===== src/rtl/ifm_buf_loader.sv =====
// IFM line-buffer preloader: fetches one frame row per request and writes it into the selected buffer.
// Optional IFM_LOADER_STAT_EN adds o_stall_cnt (REQ/XFER wait cycles); 1-cycle request latency, done 2 cycles after last beat.
module ifm_buf_loader #(
  parameter int W_SIZE      = 8,
  parameter int W_CHANNEL   = 6,
  parameter int IFM_BUF_CNT = 4,
  parameter int W_IFM_BUF   = 2,
  parameter int W_DATA      = 64,
  parameter int W_ADDR      = 32,
  parameter int W_BUF_ADDR  = 12
) (
  input  logic                          clk,
  input  logic                          rstn,
  input  logic                          q_start,
  input  logic [W_SIZE-1:0]             q_width,
  input  logic [W_CHANNEL-1:0]          q_channel,
  input  logic [W_ADDR-1:0]             q_base_addr,
  input  logic [IFM_BUF_CNT-1:0]        i_load_start,
  input  logic [W_SIZE-1:0]             i_load_row,
  output logic                          o_rd_req,
  output logic [W_ADDR-1:0]             o_rd_addr,
  output logic [W_SIZE+W_CHANNEL-1:0]   o_rd_len,
  input  logic                          i_rd_ack,
  input  logic [W_DATA-1:0]             i_rd_data,
  input  logic                          i_rd_valid,
  output logic                          o_rd_ready,
  output logic [IFM_BUF_CNT-1:0]        o_buf_we,
  output logic [W_BUF_ADDR-1:0]         o_buf_addr,
  output logic [W_DATA-1:0]             o_buf_wdata,
  output logic [IFM_BUF_CNT-1:0]        o_ifm_buf_done,
  output logic                          o_busy,
`ifdef IFM_LOADER_STAT_EN
  output logic [31:0]                   o_stall_cnt,
`endif
  output logic                          o_overrun
);

  localparam int W_LEN = W_SIZE + W_CHANNEL;

  typedef enum logic [1:0] {
    ST_IDLE = 2'd0,
    ST_REQ  = 2'd1,
    ST_XFER = 2'd2,
    ST_DONE = 2'd3
  } state_t;

  state_t state, state_nxt;

  function automatic logic [IFM_BUF_CNT-1:0] id2oh(input logic [W_IFM_BUF-1:0] id);
    id2oh     = '0;
    id2oh[id] = 1'b1;
  endfunction

  // Request decode: lowest set bit wins, q_start overrides with (buffer 0, row 0)
  logic [W_IFM_BUF-1:0] req_id;
  logic                 req_any;
  logic [W_LEN-1:0]     words_per_row;
  logic [W_ADDR-1:0]    row_addr;
  logic                 acc_vld;
  logic [W_IFM_BUF-1:0] acc_id;
  logic [W_ADDR-1:0]    acc_addr;

  always_comb begin
    req_id = '0;
    for (int i = IFM_BUF_CNT - 1; i >= 0; i--) begin
      if (i_load_start[i]) req_id = W_IFM_BUF'(i);
    end
  end

  assign req_any       = |i_load_start;
  assign words_per_row = W_LEN'(q_width) * W_LEN'(q_channel);
  assign row_addr      = q_base_addr + W_ADDR'(i_load_row) * W_ADDR'(words_per_row);
  assign acc_vld       = q_start | req_any;
  assign acc_id        = q_start ? '0 : req_id;
  assign acc_addr      = q_start ? q_base_addr : row_addr;

  // Active and pending slots
  logic [W_IFM_BUF-1:0] act_id,   pend_id;
  logic [W_ADDR-1:0]    act_addr, pend_addr;
  logic [W_LEN-1:0]     act_len,  pend_len;
  logic                 pend_vld;

  logic                 pend_live;
  logic                 promote;
  logic                 to_act;
  logic                 to_pend;
  logic                 drop;
  logic                 load_act;
  logic [W_IFM_BUF-1:0] src_id;
  logic [W_ADDR-1:0]    src_addr;
  logic [W_LEN-1:0]     src_len;

  // A pending entry is promoted whenever the engine is free; that frees the slot for a same-cycle request
  assign pend_live = pend_vld & ~q_start;
  assign promote   = pend_live & ((state == ST_IDLE) | (state == ST_DONE));
  assign to_act    = acc_vld & (state == ST_IDLE) & ~pend_live;
  assign to_pend   = acc_vld & ~to_act & (~pend_live | promote);
  assign drop      = (acc_vld & ~to_act & ~to_pend) | (q_start & req_any);
  assign load_act  = to_act | promote;
  assign src_id    = promote ? pend_id   : acc_id;
  assign src_addr  = promote ? pend_addr : acc_addr;
  assign src_len   = promote ? pend_len  : words_per_row;

  logic [W_LEN-1:0] wcnt;
  logic             beat;
  logic             last_beat;

  assign beat      = (state == ST_XFER) & i_rd_valid;
  assign last_beat = beat & (wcnt == act_len - W_LEN'(1));

  always_ff @(posedge clk or negedge rstn) begin
    if (!rstn) state <= ST_IDLE;
    else       state <= state_nxt;
  end

  always_comb begin
    state_nxt = state;
    case (state)
      ST_IDLE: if (load_act) state_nxt = (src_len == '0) ? ST_DONE : ST_REQ;
      ST_REQ:  if (i_rd_ack) state_nxt = ST_XFER;
      ST_XFER: if (last_beat) state_nxt = ST_DONE;
      ST_DONE: begin
        if (load_act) state_nxt = (src_len == '0) ? ST_DONE : ST_REQ;
        else          state_nxt = ST_IDLE;
      end
      default: state_nxt = ST_IDLE;
    endcase
  end

  always_comb begin
    o_rd_req   = (state == ST_REQ);
    o_rd_ready = (state == ST_XFER);
    o_busy     = (state != ST_IDLE);
  end

  assign o_rd_addr = act_addr;
  assign o_rd_len  = act_len;

  always_ff @(posedge clk or negedge rstn) begin
    if (!rstn) begin
      act_id    <= '0;
      act_addr  <= '0;
      act_len   <= '0;
      pend_vld  <= 1'b0;
      pend_id   <= '0;
      pend_addr <= '0;
      pend_len  <= '0;
    end else begin
      if (load_act) begin
        act_id   <= src_id;
        act_addr <= src_addr;
        act_len  <= src_len;
      end
      if (to_pend) begin
        pend_vld  <= 1'b1;
        pend_id   <= acc_id;
        pend_addr <= acc_addr;
        pend_len  <= words_per_row;
      end else if (promote || q_start) begin
        pend_vld  <= 1'b0;
      end
    end
  end

  // Write port is registered, so each accepted beat lands in the buffer one cycle later
  always_ff @(posedge clk or negedge rstn) begin
    if (!rstn) begin
      wcnt        <= '0;
      o_buf_we    <= '0;
      o_buf_addr  <= '0;
      o_buf_wdata <= '0;
    end else begin
      if (state == ST_REQ) wcnt <= '0;
      else if (beat)       wcnt <= wcnt + W_LEN'(1);
      o_buf_we <= beat ? id2oh(act_id) : '0;
      if (beat) begin
        o_buf_addr  <= W_BUF_ADDR'(wcnt);
        o_buf_wdata <= i_rd_data;
      end
    end
  end

  logic [IFM_BUF_CNT-1:0] done_set;
  logic [IFM_BUF_CNT-1:0] done_clr;

  assign done_set = (state == ST_DONE) ? id2oh(act_id) : '0;
  assign done_clr = (to_act | to_pend) ? id2oh(acc_id) : '0;

  always_ff @(posedge clk or negedge rstn) begin
    if (!rstn) begin
      o_ifm_buf_done <= '0;
      o_overrun      <= 1'b0;
    end else begin
      if (q_start) o_ifm_buf_done <= '0;
      else         o_ifm_buf_done <= (o_ifm_buf_done | done_set) & ~done_clr;
      if (drop)         o_overrun <= 1'b1;
      else if (q_start) o_overrun <= 1'b0;
    end
  end

`ifdef IFM_LOADER_STAT_EN
  logic stall;
  assign stall = ((state == ST_REQ) & ~i_rd_ack) | ((state == ST_XFER) & ~i_rd_valid);

  always_ff @(posedge clk or negedge rstn) begin
    if (!rstn)                        o_stall_cnt <= '0;
    else if (q_start)                 o_stall_cnt <= '0;
    else if (stall && ~&o_stall_cnt)  o_stall_cnt <= o_stall_cnt + 32'd1;
  end
`endif

endmodule


===== config.mk =====
export PLATFORM = sky130hd
export DESIGN_NAME = ifm_buf_loader
export DESIGN_NICKNAME = d
export VERILOG_FILES = /design/src/rtl/ifm_buf_loader.sv
export SDC_FILE = /design/constraint.sdc
export NUM_CORES = 1
export LEC_CHECK = 0
export ABC_AREA = 0
export CAP_MARGIN = 25
export CORE_AREA = 2 2 152 213
export CTS_BUF_LIST = sky130_fd_sc_hd__clkbuf_16
export DETAILED_ROUTE_END_ITERATION = 12
export DIE_AREA = 0 0 154 215
export PLACE_DENSITY_LB_ADDON = 0.12
export SLEW_MARGIN = 0
export SYNTH_ARGS = -nofsm -noshare
export SYNTH_HDL_FRONTEND = slang
export SYNTH_SLANG_ARGS = --single-unit

===== constraint.sdc =====
create_clock -name clk -period 2.3 [get_ports clk]
set_input_delay 0.46 -clock clk [delete_from_list [all_inputs] [get_ports clk]]
set_output_delay 0.46 -clock clk [all_outputs]
set_load 0.05 [all_outputs]

# Word-level counts from Yosys, hierarchy flattened
# Cells that the tools add are included.
# word_totals
out_inout_bits	134
in_bits	127
register_bits	198
# op_classes
n_eq_ne	7
n_reduce_logical	11
n_mul	2
n_mux	29
n_addsub	3
bitwise	23
order_cmp	4
# op_table
cell	n
two-way mux 32 bit	2
two-way mux 14 bit	3
adder 32 x 22 -> 32 bit	1
multiplier 8 x 14 -> 22 bit	1
two-way mux 2 bit	11
two-way mux 4 bit	4
adder 14 x 1 -> 14 bit, second input constant	1
equality test 14 bit	1
zero test 14 bit	1
multiplier 8 x 6 -> 14 bit	1
subtractor 14 x 1 -> 14 bit, second input constant	1
AND 1 bit	10
one-hot mux 2 bit (4 select lines)	1
nonzero test 2 bit	4
< comparator 2 x 3 -> 1 bit, second input constant	2
two-way mux 1 bit	6
OR 1 bit	6
AND 4 bit	1
demux 1 bit (select 2 bit)	2
equality test 2 bit, second input constant	2
greater-or-equal comparator 2 x 1 -> 1 bit, second input constant	2
inequality test 2 x 1 -> 1 bit, second input constant	2
NOT 1 bit	4
NOT 4 bit	1
other kinds (8)	9

# Longest topological paths before layout
# logic_depth
ltp_word	13
ltp_mapped	34

# Worst setup path before layout
# Ideal clock, no wire load.
# synth_timing
kind	input to register
startpoint	in q_channel[0]
endpoint	reg act_addr[25] (netlist: o_rd_addr[25])
arrival_ns	7.931
setup_ns	0.141
slack_ns	-5.772
stages	32
path_buffers	2
path_cell_list	clkbuf_1 -> and2_1 -> fa_1 -> inv_1 -> fa_1 -> fa_1 -> inv_1 -> ha_1 -> a211oi_1 -> o21a_1 -> o31ai_1 -> o21a_1 -> nor2_1 -> xnor2_1 -> nand2_1 -> fa_1 -> inv_1 -> fa_1 -> fa_1 -> inv_1 -> fa_1 -> inv_1 -> ha_1 -> nand2_1 -> nor3_1 -> o21a_1 -> nor3_1 -> a21oi_1 -> o31ai_1 -> buf_2 -> mux2i_1 -> o2111ai_1
# synth_via
elab_chain_len	5
# synth_rtl
item	line_no	text
start: declaration	16	input logic [W_CHANNEL-1:0] q_channel,
multiplier 8 x 6 -> 14 bit	71	assign words_per_row = W_LEN'(q_width) * W_LEN'(q_channel);
multiplier 8 x 14 -> 22 bit	72	assign row_addr = q_base_addr + W_ADDR'(i_load_row) * W_ADDR'(words_per_row);
adder 32 x 22 -> 32 bit	72	
two-way mux 32 bit	75	assign acc_addr = q_start ? q_base_addr : row_addr;
two-way mux 32 bit	101	assign src_addr = promote ? pend_addr : acc_addr;
end signal: assignment	151	act_addr <= src_addr;
end: declaration	79	logic [W_ADDR-1:0] act_addr, pend_addr;
# Every way passes these cells.
# A chain may end at the register's enable or synchronous reset.

# Final worst setup path
# layout_timing
startpoint	in q_width[2]
endpoint	reg act_addr[25] (netlist: o_rd_addr[25])
# layout_via
elab_chain_len	5
# layout_rtl
item	line_no	text
start: declaration	15	input logic [W_SIZE-1:0] q_width,
multiplier 8 x 6 -> 14 bit	71	
multiplier 8 x 14 -> 22 bit	72	
adder 32 x 22 -> 32 bit	72	
two-way mux 32 bit	75	
two-way mux 32 bit	101	
# Every way passes these cells.

==> impl_metrics.ini <==
[run_status]
status = finished, violations left
violations = negative setup slack

[synth]
seq_area_frac_synth_pct = 33.6
synth_top_flop_cell = dfrtp_1
synth_edf_count = 0
yosys.area_share.xor_xnor_pct = 3.57
synth-async-reset-ratio_pct = 100
yosysMostFrequentCell = nand2_1
synth_top_cell_area_share_pct = 33.6
synthTopCellsByCount = 386 x nand2_1, 198 x dfrtp_1, 174 x inv_1, 117 x fa_1, 98 x nor2_1
yosys.area.top_type = dfrtp_1
netlist_top_cells_area = dfrtp_1 34%, fa_1 16%, nand2_1 9.8%, ha_1 6.5%, inv_1 4.4%
synth-compound-area-share_pct = 10.7
yosysWarnings = 0
synth_seq_cells = 198
synthesis.nets = 2009
syn_area_um2 = 14700
synth_top_family_by_area = adder cells
avgSynthCellArea_um2 = 8.72
synth_mux_area_share_pct = 1.16
synthAdderAreaFrac_pct = 22.4
synth-simple-area-share_pct = 21.9
synth_cell_types = 70
syn-instance-count = 1689

[detailed_routing]
drt-pass1-iter-count = 5
vias = 13900
ant_nets = 0
vias_per_cell = 5.36
drc = 0
drt-total-wl_mm = 47.4
wl_per_cell_um = 18.3
drt_iter0_markers = 836

[clock_tree]
cts_root_buffer = clkbuf_16
clkTransAtPathRegs_ns = 0.08
numCtsBuffers = 17
clk_latency_ns = 0.45
clock_sinks = 198
h-tree-depth = 4
cts_buffer_depth = 2
cts_tree = yes

[setup_path]
worstPathRequired_ns = 2.61
ff2ff_path_depth = 8
r2r_start = o_rd_len[4]
cp.depth = 35
path_max_fanout = 8
worst_path_most_repeated_cell = fa_1
path_buf_inv = 13
critical_path_class = input port to flop
startpoint = q_width[2]
crit_family = adder cells
crit_slowest_cell = fa_1
critPathLaunchType = input port
r2r_slack_ns = -0.19
cpPeakStageDelay_ns = 0.54
critPathCaptureType = flop
cp.arrival_ns = 7.89

[placed_design]
hpwl_mm = 35.2
portBuffers = 260
dp.cells = 2492
gp_congestion = 0.990

[sta]
post-route-min-period_ns = 7.59
fin_worst_skew_ns = 0.00805
report.final.slew_viol_count = 0
timing.final.ws_setup_ns = -5.29
fmax_mhz = 132
post-route-period-util_pct = 330
hold_viol_final = 0
holdWs_ns = 0.00643
rsz0062_at_grt = yes
tightest_slew_ns = 0.850
relSlewSlack_pct = 43.3
setup_viol = 84

[final_layout]
stdcell_count = 2589
n_antenna_cell = 0
drive_above_1_share_pct = 27.1
fin_nets = 2501
areaGrowthSynthToFinish_pct = 50.1
fin_util_pct = 70.6

[grt]
grt_pass1_wl_mm = 73.4
grt_overflow = 0
use_met3_pct = 3.57
grt_use_met2_pct = 50.2
track_usage_pct = 27.8
antenna_found_initial = 0
busiest_layer = met2
grt_max_degree = 82
grt_use_met1_pct = 33.2
grt_pass1_vias = 14300

[floorplan]
rows = 77
io_pins = 261
core_um2 = 31300
start_util_pct = 47.0
dieArea_um2 = 33100
die_x_um = 154
dieHeight_um = 215

[min_path]
hold_class = input port to asynchronous set/reset pin

[job]
maxCapViolCount = 0
[placed cells by master (no fill, tap or decap), types with 29 or more instances in the layout]
cell,netlist,routed
o21ai_1,28,34
a21oi_1,78,48
and2_1,90,65
ha_1,76,45
ha_4,0,29
buf_4,0,239
clkdlybuf4s50_1,0,239
inv_2,1,29
nor2_1,98,83
dfrtp_1,198,195
fa_1,117,110
buf_6,1,54
inv_1,174,146
nand2_1,386,372
[area by class of cell]
| cell class | count | area [µm²] |
|---|---|---|
| fill | 2323 | 9210 |
| clock inverter | 15 | 149 |
| multi-input combinational | 1232 | 10200 |
| clock buffer | 17 | 425 |
| sequential | 198 | 4960 |
| inverter | 175 | 657 |
| timing repair buffer | 557 | 5180 |
| tap | 395 | 494 |
[what timing repair did]
| item | in CTS | in global routing |
|---|---|---|
| gates resized for setup | 202 | 158 |
| pin swaps | 97 | 164 |
| setup buffers | 32 | 42 |
| setup endpoints to repair | 88 | 92 |
| hold buffers | 0 | 0 |
| gates cloned | 1 | 0 |
[worst paths after layout]
| check | to |
|---|---|
| setup reg to reg | state[0] |
| min in group clk | o_ifm_buf_done[0] |
| hold / removal | o_buf_wdata[3] |
| max in group asynchronous | o_buf_wdata[59] |
| setup / recovery | o_rd_addr[25] |
| hold reg to reg | o_buf_wdata[22] |
[layer usage]
metal,wire [µm],vias up
met5,0,-
met3,2290,112
li1,-,6437
met4,1800,0
met2,25100,483
met1,18300,6849
[sequential cells by signal (all words and copies together), names as in the netlist, 4 cells and up]
register and cells:
o_buf_addr 12, o_rd_addr 32, pend_addr 32, o_buf_wdata 64
pend_len 14, o_rd_len 14, wcnt 14, o_ifm_buf_done 4
o_buf_we 4
[stage by stage]
stage               setup TNS (ns)  instance area, µm²  setup WS (ns)
finish                     -298.49               22100          -5.29
global route               -311.92               22100          -5.51
CTS                        -293.80               21200          -5.10
detailed placement         -382.08               19800          -6.17
global placement           -373.55               19800          -5.98
floorplan                  -291.86               15200          -5.15
[kinds of logic after synthesis]
family	count (synthesis)
AOI/OAI and AO/OA	248
buffers and inverters	259
DFF	198
xor gates and xnor gates	60
adders and majority gates	193
and+or+nand+nor	714
muxes	17
Power is left out: the tool's default activity adds up to more than one toggle a clock period on the data nets, which glitch-free logic cannot reach.
